File: config.mk
export PLATFORM = sky130hd
export DESIGN_NAME = lpc_host_ctrl
export DESIGN_NICKNAME = d
export VERILOG_FILES = /design/src/rtl/lpc_host_ctrl_pkg.sv /design/src/rtl/lpc_ctrl_timer.sv /design/src/rtl/lpc_host_ctrl.sv
export SDC_FILE = /design/constraint.sdc
export NUM_CORES = 1
export LEC_CHECK = 0
export BUFFER_PORTS_ARGS = -buffer_cell sky130_fd_sc_hd__buf_2
export CORE_MARGIN = 2
export CORE_UTILIZATION = 30
export DETAILED_ROUTE_END_ITERATION = 6
export PLACE_DENSITY_LB_ADDON = 0.08
export SYNTH_ARGS = -nofsm -noshare
export SYNTH_HDL_FRONTEND = slang
export SYNTH_SLANG_ARGS = --single-unit
export TNS_END_PERCENT = 50
File: constraint.sdc
create_clock -name clk_i -period 4.66 [get_ports clk_i]
set_clock_uncertainty 0.1 [all_clocks]
set_input_delay 0.699 -clock clk_i [delete_from_list [all_inputs] [get_ports clk_i]]
set_output_delay 0.699 -clock clk_i [all_outputs]
set_load 0.01 [all_outputs]
File: src/rtl/lpc_host_ctrl_pkg.sv
// Shared types and helpers for the LPC host request sequencer.
package lpc_host_ctrl_pkg;

  // Sequencer states, kept beside the host engine's own state names.
  typedef enum logic [2:0] {
    LPC_CTRL_ST_RESET = 3'd0,
    LPC_CTRL_ST_IDLE  = 3'd1,
    LPC_CTRL_ST_FRAME = 3'd2,
    LPC_CTRL_ST_CMD   = 3'd3,
    LPC_CTRL_ST_WAIT  = 3'd4,
    LPC_CTRL_ST_DONE  = 3'd5
  } lpc_ctrl_state_e;

  // The timer must hold whichever of the two load values is larger.
  function automatic int timer_width(input int a, input int b);
    int m;
    m = (a > b) ? a : b;
    return $clog2(m) + 1;
  endfunction

endpackage

File: src/rtl/lpc_ctrl_timer.sv
// Loadable down-counter shared by the reset sequence and the WAIT timeout.
// expired_o is high during the last counted cycle (count == 1), so an
// enabled edge seen with expired_o high is the final one of the interval.
module lpc_ctrl_timer #(
  parameter int WIDTH = 7
) (
  input  logic             clk_i,
  input  logic             nrst_i,
  input  logic             load_i,
  input  logic [WIDTH-1:0] load_val_i,
  input  logic             en_i,
  output logic             expired_o
);

  logic [WIDTH-1:0] count_reg;

  // Load has priority; counting stops at zero.
  always_ff @(posedge clk_i or negedge nrst_i) begin
    if (!nrst_i) begin
      count_reg <= '0;
    end else if (load_i) begin
      count_reg <= load_val_i;
    end else if (en_i && (count_reg != '0)) begin
      count_reg <= count_reg - 1'b1;
    end
  end

  assign expired_o = (count_reg == WIDTH'(1));

endmodule

File: src/rtl/lpc_host_ctrl.sv
// LPC host request sequencer: accepts single-byte I/O/memory requests,
// drives the host engine's control inputs with the required cycle timing,
// returns read data or a timeout error, and owns LPC reset sequencing.
// Optional feature: define LPC_HOST_CTRL_RETRY_EN to reissue a request once
// (after a full reset sequence) before reporting a timeout error.
module lpc_host_ctrl
  import lpc_host_ctrl_pkg::*;
#(
  parameter int RESET_CYCLES   = 16,
  parameter int TIMEOUT_CYCLES = 64
) (
  input  logic        clk_i,
  input  logic        nrst_i,
  input  logic        req_valid_i,
  output logic        req_ready_o,
  input  logic        req_write_i,
  input  logic        req_mem_i,
  input  logic [15:0] req_addr_i,
  input  logic [7:0]  req_wdata_i,
  output logic        rsp_valid_o,
  output logic [7:0]  rsp_rdata_o,
  output logic        rsp_err_o,
  output logic        ctrl_nrst_o,
  output logic        ctrl_lframe_o,
  output logic        ctrl_rd_status_o,
  output logic        ctrl_wr_status_o,
  output logic        ctrl_memory_cycle_o,
  output logic [15:0] ctrl_addr_o,
  output logic [7:0]  ctrl_data_o,
  input  logic [7:0]  ctrl_data_i,
  input  logic        ctrl_ready_i
);

  localparam int TIMER_W = timer_width(RESET_CYCLES, TIMEOUT_CYCLES);

  lpc_ctrl_state_e state_reg, state_next;
  logic        req_ready_reg, req_ready_next;
  logic        rsp_valid_reg, rsp_valid_next;
  logic [7:0]  rsp_rdata_reg, rsp_rdata_next;
  logic        rsp_err_reg, rsp_err_next;
  logic        nrst_out_reg, nrst_out_next;
  logic        lframe_reg, lframe_next;
  logic        rd_reg, rd_next;
  logic        wr_reg, wr_next;
  logic        mem_reg, mem_next;
  logic [15:0] addr_reg, addr_next;
  logic [7:0]  data_reg, data_next;
  logic        write_reg, write_next;
  logic [7:0]  rdata_cap_reg, rdata_cap_next;
  logic        armed_reg, armed_next;
`ifdef LPC_HOST_CTRL_RETRY_EN
  logic        retry_reg, retry_next;
`endif

  logic               tmr_load;
  logic [TIMER_W-1:0] tmr_val;
  logic               tmr_en;
  logic               tmr_expired;

  lpc_ctrl_timer #(.WIDTH(TIMER_W)) u_timer (
    .clk_i      (clk_i),
    .nrst_i     (nrst_i),
    .load_i     (tmr_load),
    .load_val_i (tmr_val),
    .en_i       (tmr_en),
    .expired_o  (tmr_expired)
  );

  // State and registered-output update.
  always_ff @(posedge clk_i or negedge nrst_i) begin
    if (!nrst_i) begin
      state_reg     <= LPC_CTRL_ST_RESET;
      req_ready_reg <= 1'b0;
      rsp_valid_reg <= 1'b0;
      rsp_rdata_reg <= 8'h00;
      rsp_err_reg   <= 1'b0;
      nrst_out_reg  <= 1'b0;
      lframe_reg    <= 1'b1;
      rd_reg        <= 1'b0;
      wr_reg        <= 1'b0;
      mem_reg       <= 1'b0;
      addr_reg      <= 16'h0000;
      data_reg      <= 8'h00;
      write_reg     <= 1'b0;
      rdata_cap_reg <= 8'h00;
      armed_reg     <= 1'b0;
`ifdef LPC_HOST_CTRL_RETRY_EN
      retry_reg     <= 1'b0;
`endif
    end else begin
      state_reg     <= state_next;
      req_ready_reg <= req_ready_next;
      rsp_valid_reg <= rsp_valid_next;
      rsp_rdata_reg <= rsp_rdata_next;
      rsp_err_reg   <= rsp_err_next;
      nrst_out_reg  <= nrst_out_next;
      lframe_reg    <= lframe_next;
      rd_reg        <= rd_next;
      wr_reg        <= wr_next;
      mem_reg       <= mem_next;
      addr_reg      <= addr_next;
      data_reg      <= data_next;
      write_reg     <= write_next;
      rdata_cap_reg <= rdata_cap_next;
      armed_reg     <= armed_next;
`ifdef LPC_HOST_CTRL_RETRY_EN
      retry_reg     <= retry_next;
`endif
    end
  end

  // Next-state and next-output logic; response fields are single-cycle.
  always_comb begin
    state_next     = state_reg;
    req_ready_next = req_ready_reg;
    rsp_valid_next = 1'b0;
    rsp_rdata_next = 8'h00;
    rsp_err_next   = 1'b0;
    nrst_out_next  = nrst_out_reg;
    lframe_next    = lframe_reg;
    rd_next        = rd_reg;
    wr_next        = wr_reg;
    mem_next       = mem_reg;
    addr_next      = addr_reg;
    data_next      = data_reg;
    write_next     = write_reg;
    rdata_cap_next = rdata_cap_reg;
    armed_next     = armed_reg;
`ifdef LPC_HOST_CTRL_RETRY_EN
    retry_next     = retry_reg;
`endif
    tmr_load       = 1'b0;
    tmr_val        = '0;
    tmr_en         = 1'b0;

    case (state_reg)
      LPC_CTRL_ST_RESET: begin
        if (!armed_reg) begin
          // First cycle of the sequence: start the engine-reset interval.
          tmr_load      = 1'b1;
          tmr_val       = TIMER_W'(RESET_CYCLES);
          armed_next    = 1'b1;
          nrst_out_next = 1'b0;
        end else if (!nrst_out_reg) begin
          tmr_en = 1'b1;
          if (tmr_expired) begin
            nrst_out_next = 1'b1;
          end
        end else begin
          // Engine has had one cycle out of reset.
          armed_next = 1'b0;
`ifdef LPC_HOST_CTRL_RETRY_EN
          if (retry_reg) begin
            lframe_next = 1'b0;
            state_next  = LPC_CTRL_ST_FRAME;
          end else begin
            req_ready_next = 1'b1;
            state_next     = LPC_CTRL_ST_IDLE;
          end
`else
          req_ready_next = 1'b1;
          state_next     = LPC_CTRL_ST_IDLE;
`endif
        end
      end
      LPC_CTRL_ST_IDLE: begin
        if (req_valid_i && req_ready_reg) begin
          req_ready_next = 1'b0;
          write_next     = req_write_i;
          mem_next       = req_mem_i;
          addr_next      = req_addr_i;
          data_next      = req_wdata_i;
          lframe_next    = 1'b0;
          state_next     = LPC_CTRL_ST_FRAME;
        end
      end
      LPC_CTRL_ST_FRAME: begin
        lframe_next = 1'b1;
        rd_next     = ~write_reg;
        wr_next     = write_reg;
        state_next  = LPC_CTRL_ST_CMD;
      end
      LPC_CTRL_ST_CMD: begin
        rd_next    = 1'b0;
        wr_next    = 1'b0;
        tmr_load   = 1'b1;
        tmr_val    = TIMER_W'(TIMEOUT_CYCLES);
        state_next = LPC_CTRL_ST_WAIT;
      end
      LPC_CTRL_ST_WAIT: begin
        // A ready in the final timer cycle still completes the transfer.
        if (ctrl_ready_i) begin
          rdata_cap_next = write_reg ? 8'h00 : ctrl_data_i;
          state_next     = LPC_CTRL_ST_DONE;
        end else begin
          tmr_en = 1'b1;
          if (tmr_expired) begin
            nrst_out_next = 1'b0;
            state_next    = LPC_CTRL_ST_RESET;
`ifdef LPC_HOST_CTRL_RETRY_EN
            if (!retry_reg) begin
              retry_next = 1'b1;
            end else begin
              retry_next     = 1'b0;
              rsp_valid_next = 1'b1;
              rsp_err_next   = 1'b1;
            end
`else
            rsp_valid_next = 1'b1;
            rsp_err_next   = 1'b1;
`endif
          end
        end
      end
      LPC_CTRL_ST_DONE: begin
        rsp_valid_next = 1'b1;
        rsp_rdata_next = rdata_cap_reg;
        req_ready_next = 1'b1;
`ifdef LPC_HOST_CTRL_RETRY_EN
        retry_next     = 1'b0;
`endif
        state_next     = LPC_CTRL_ST_IDLE;
      end
      default: begin
        state_next = LPC_CTRL_ST_RESET;
      end
    endcase
  end

  assign req_ready_o         = req_ready_reg;
  assign rsp_valid_o         = rsp_valid_reg;
  assign rsp_rdata_o         = rsp_rdata_reg;
  assign rsp_err_o           = rsp_err_reg;
  assign ctrl_nrst_o         = nrst_out_reg;
  assign ctrl_lframe_o       = lframe_reg;
  assign ctrl_rd_status_o    = rd_reg;
  assign ctrl_wr_status_o    = wr_reg;
  assign ctrl_memory_cycle_o = mem_reg;
  assign ctrl_addr_o         = addr_reg;
  assign ctrl_data_o         = data_reg;

endmodule

After elaboration in Yosys (flattened, before gate mapping):

Cells that the tools add are included.

* add/sub/neg operators: 1
* eq/ne operators: 12
* muxes and demuxes: 35
* bitwise logic cells: 1
* reductions and logical operators: 15

Operators with widths (count)
* 3-bit one-hot mux with 6 select lines: 1
* 8-bit 2-to-1 mux: 2
* 1-bit 2-to-1 mux: 15
* 3-bit 2-to-1 mux: 5
* 7-bit 2-to-1 mux: 2
* 1-bit one-hot mux with 2 select lines: 7
* 7-bit one-hot mux with 2 select lines: 1
* 2-bit inequality test, second input constant: 5
* 4-bit AND reduction: 2
* 2-bit nonzero test: 4
* 7-bit by 1-bit == test with 1-bit output, second input constant: 1
* 7-bit nonzero test: 1
* 7-bit by 1-bit subtractor with 7-bit output, second input constant: 1
* 3-bit by 2-bit == test with 1-bit output, second input constant: 2
* 3-bit == test, second input constant: 2
* 2-bit AND reduction: 3
* 5-bit 2-to-1 mux: 1
* 3-bit by 1-bit == test with 1-bit output, second input constant: 1
* 3-bit logical NOT: 1
* 3-bit inequality test, second input constant: 1
* 1-bit one-hot mux with 3 select lines: 1
* 3-bit AND reduction: 1
* 3-bit nonzero test: 1
* 1-bit logical AND: 2
* 1-bit NOT: 1

* register bits after elaboration: 60
* bits of input ports: 38
* output and inout port bits: 40
* word-level logic and storage cells: 80

Depth between registers and ports, before layout:

* depth after elaboration: 6
* gate-level depth with buffers: 6
* gate-level depth less buffers: 6

By module:

From an unflattened synthesis, not the netlist that was laid out.

* cell total of the unflattened synthesis: 232
* area, all modules: 2636.3 sq um

By module, submodules not included
* lpc_host_ctrl: times used 1, cells each 172, area each 2135.8 sq um, sequential area each 1327.5 sq um
* lpc_ctrl_timer: times used 1, cells each 60, area each 500.5 sq um, sequential area each 175.2 sq um

Worst setup path before layout:

Ideal clock, no wire load.

* path kind: in2reg
* start: input port req_valid_i
* end: register addr_reg[0], in the netlist ctrl_addr_o[0]
* library setup time: 0.125 ns
* arrival: 1.740 ns
* required time: 4.435 ns
* path slack: 2.696 ns
* stages on the path: 4
* path buffers: 1
* cell sequence: nand3_1 > nor3_4 > buf_2 > mux2_2

* longest elaborated chain between the ends: 2

RTL lines
* from (decl): line lpc_host_ctrl.sv:14 `input logic req_valid_i,`
* 1-bit logical AND: line lpc_host_ctrl.sv:167 `if (req_valid_i && req_ready_reg) begin`
* 2-bit AND reduction (no line)
* to (signal assigned): line lpc_host_ctrl.sv:101 `addr_reg <= addr_next;`
* to (decl): line lpc_host_ctrl.sv:46 `logic [15:0] addr_reg, addr_next;`

No other way between the ends.
A chain may end at the register's enable or synchronous reset.

Worst setup path in the final report:

* start: register state_reg[2]
* end: register addr_reg[3], in the netlist ctrl_addr_o[3]

* longest elaborated chain between the ends: 2

RTL lines
* from (decl): line lpc_host_ctrl.sv:36 `lpc_ctrl_state_e state_reg, state_next;`
* from (signal assigned): line lpc_host_ctrl.sv:91 `state_reg <= state_next;`
* 3-bit by 1-bit == test with 1-bit output: line lpc_host_ctrl.sv:136 `case (state_reg)`
* 2-bit AND reduction (no line)

No other way between the ends.

==> run_results.csv <==
group,metric,value,unit
outcome,outcome,"completed",
worst_hold_path,hp-class,"input port to asynchronous set/reset pin",
worst_setup_path,crit_slowest_cell,"nor3_4",
cts,cts_setup_buffers,0,
placement,hpwl,3840,µm
pwr,total_power,2.15,mW
global_route,grt_pass1_vias,1932,
synth,syn-num-nets,256,
placement,io_buffer_count,77,
run,max_cap_violations,0,
cts,ctsResizeCount,0,
synth,synth_edf_count,0,
sta,maxSlewViolCount,0,
placement,placed_cell_area,3070,µm²
worst_setup_path,crit_path_max_incr_delay,0.90,ns
sta,whs,0.254,ns
final_layout,syn_to_final_growth,26.1,%
worst_setup_path,cp.buffers_inverters,2,
detailed_routing,drtPass1Iterations,5,
sta,worst_slew_pin_slew,1.15,ns
final_layout,largest_reg_flops,16,
worst_setup_path,setup.worst_path.class,"flip-flop to flip-flop",
synth,synthArstFlopShare,1.00,
detailed_routing,drtIter0Drc,73,
synth,yosysSeqAreaShare,0.582,
cts,htreeDepth,3,
die,chipHeight,96.8,µm
final_layout,insertedDiodeCount,0,
synth,ys_warn_count,0,
synth,yosysTopAreaCellShare,0.572,
worst_setup_path,crit_arrival,2.77,ns
final_layout,fillers,839,
placement,routabilityCongestion,0.721,
synth,synth_largest_area_cell,"dfrtp_1",
die,core_area,8300,µm²
placement,dpl_worst_slack,1.95,ns
synth,synth_common_cells,"dfrtp_1 (59), mux2_2 (27), nand2_1 (26)",
worst_setup_path,cp.required,4.78,ns
global_route,grt.total_usage,0.126,
final_layout,fin_cells,405,
detailed_routing,vias,1870,
sta,setup_slack,2.01,ns
global_route,grt_max_degree,36,
cts,clock-sinks,60,
pwr,p_per_area,661,nW/µm²
detailed_routing,drt-total-wl,5540,µm
die,die_area,9360,µm²
die,ios,78,
global_route,antenna_found_initial,0,
pwr,ir_drop,261,µV
die,start_util,0.311,
synth,ys_types,42,
pwr,p_leak,1.62,nW
sta,setup-tns-final,0,ns
sta,hold_violations,0,
sta,setup_viol,0,
worst_setup_path,cp_cell_sequence,"inv_2, nand3_1, nor3_4, buf_4, mux2_2",
synth,ys_ff_latch,60,
synth,synth.avg_cell_area,12.0,µm²
cts,root_buffer,"clkbuf_8",
sta,period_minus_slack,2.65,ns
detailed_routing,vias_per_cell,4.62,
synth,syn-cell-area,2580,µm²
placement,place_inst,390,
synth,yosysMostFrequentCell,"dfrtp_1",
sta,min_period_over_period,0.570,
sta,relSlewSlack,0.229,
worst_setup_path,critical_path.top_delay_family,"simple AND/OR/NAND/NOR gates",
die,rows,33,
detailed_routing,drc,0,
cts,cts-buffers-inserted,9,
final_layout,final_core_util,0.392,
detailed_routing,wl_per_cell,13.7,µm
synth,postSynthCellCount,215,
global_route,grt_pass1_wl,9230,µm
synth,synth.area.top_cells,"dfrtp_1 (57%), mux2_2 (12%), nand2_1 (3.8%), nand2b_1 (2.2%), and3_1 (1.9%)",
cts,clkTransAtPathRegs,0.07,ns
cts,cts_tree,"built",
sta,max_freq,377,MHz
worst_setup_path,cp_max_fo,26,
final_layout,layout-drive-gt1-share,0.437,
cts,clock_path_buffers,2,
sta,rsz0062_at_grt,"false",
cts,insertion_delay,0.33,ns
detailed_routing,drtAntennaViolNets,0,
global_route,grt-ovfl-total,0,
die,die_w,96.8,µm
cts,hold_buffers,0,
worst_setup_path,worstSetupEndpointType,"flip-flop",
final_layout,layout.nets,337,
worst_setup_path,worstSetupStartpointType,"flip-flop",
final_layout,final_area,3260,µm²
synth,synth_ff_type,"dfrtp_1",
[cell usage in the layout (no fill, tap or decap), types with 4 or more instances in the layout]
cell type,count
mux2_2,27
nor2_1,8
nand2_1,26
dfrtp_1,59
clkbuf_8,10
nand3_1,7
nand2b_1,9
mux2i_1,4
inv_1,5
a21oi_1,8
buf_2,77
and3_1,8
o21ai_0,10
[worst paths after layout]
kind | from | depth (start not counted) | endpoint | slack, ns
max | state_reg[2] | 5 | ctrl_addr_o[3] | 2.01
max reg2reg | state_reg[2] | 5 | ctrl_addr_o[3] | 2.01
min | nrst_i | 1 | u_timer.count_reg[1] | 0.25
max in group asynchronous | nrst_i | 2 | ctrl_addr_o[11] | 3.35
min reg2reg | rdata_cap_reg[4] | 2 | rdata_cap_reg[4] | 0.37
min in group clk_i | rdata_cap_reg[4] | 2 | rdata_cap_reg[4] | 0.37
[power by group]
group	switching [mW]	total [mW]	internal, mW	leakage, nW
logic	0.411	0.802	0.391	0.777
clock network	0.193	0.452	0.258	0.0935
registers	0.161	0.899	0.738	0.751
total	0.766	2.15	1.39	1.62
[routing by layer]
| layer | GRT usage | part of all wire |
|---|---|---|
| met2 | 0.191 | 0.47 |
| met3 | 0.0506 | 0.066 |
| met1 | 0.155 | 0.44 |
| met5 | 0 | 0 |
| met4 | 0.0628 | 0.018 |
[layout make-up]
cell class                      instances  area, µm²  share of cell area
Clock buffer                           13        149              0.0457
Clock inverter                          2       35.0              0.0108
Inverter                                6       22.5             0.00692
Multi-Input combinational cell        139       1010               0.309
Sequential cell                        60       1500               0.462
Tap cell                              105        131              0.0404
Timing Repair Buffer                   80        408               0.125
[logic make-up after synthesis]
logic type | share of synthesized area
flip-flops | 0.582
buffers and inverters | 0.0276
AND/OR/NAND/NOR | 0.148
multiplexers | 0.133
adder cells (fa/ha/maj) | 0.0145
AO/OA/AOI/OAI | 0.0940
(Power assumes the default switching activity.)
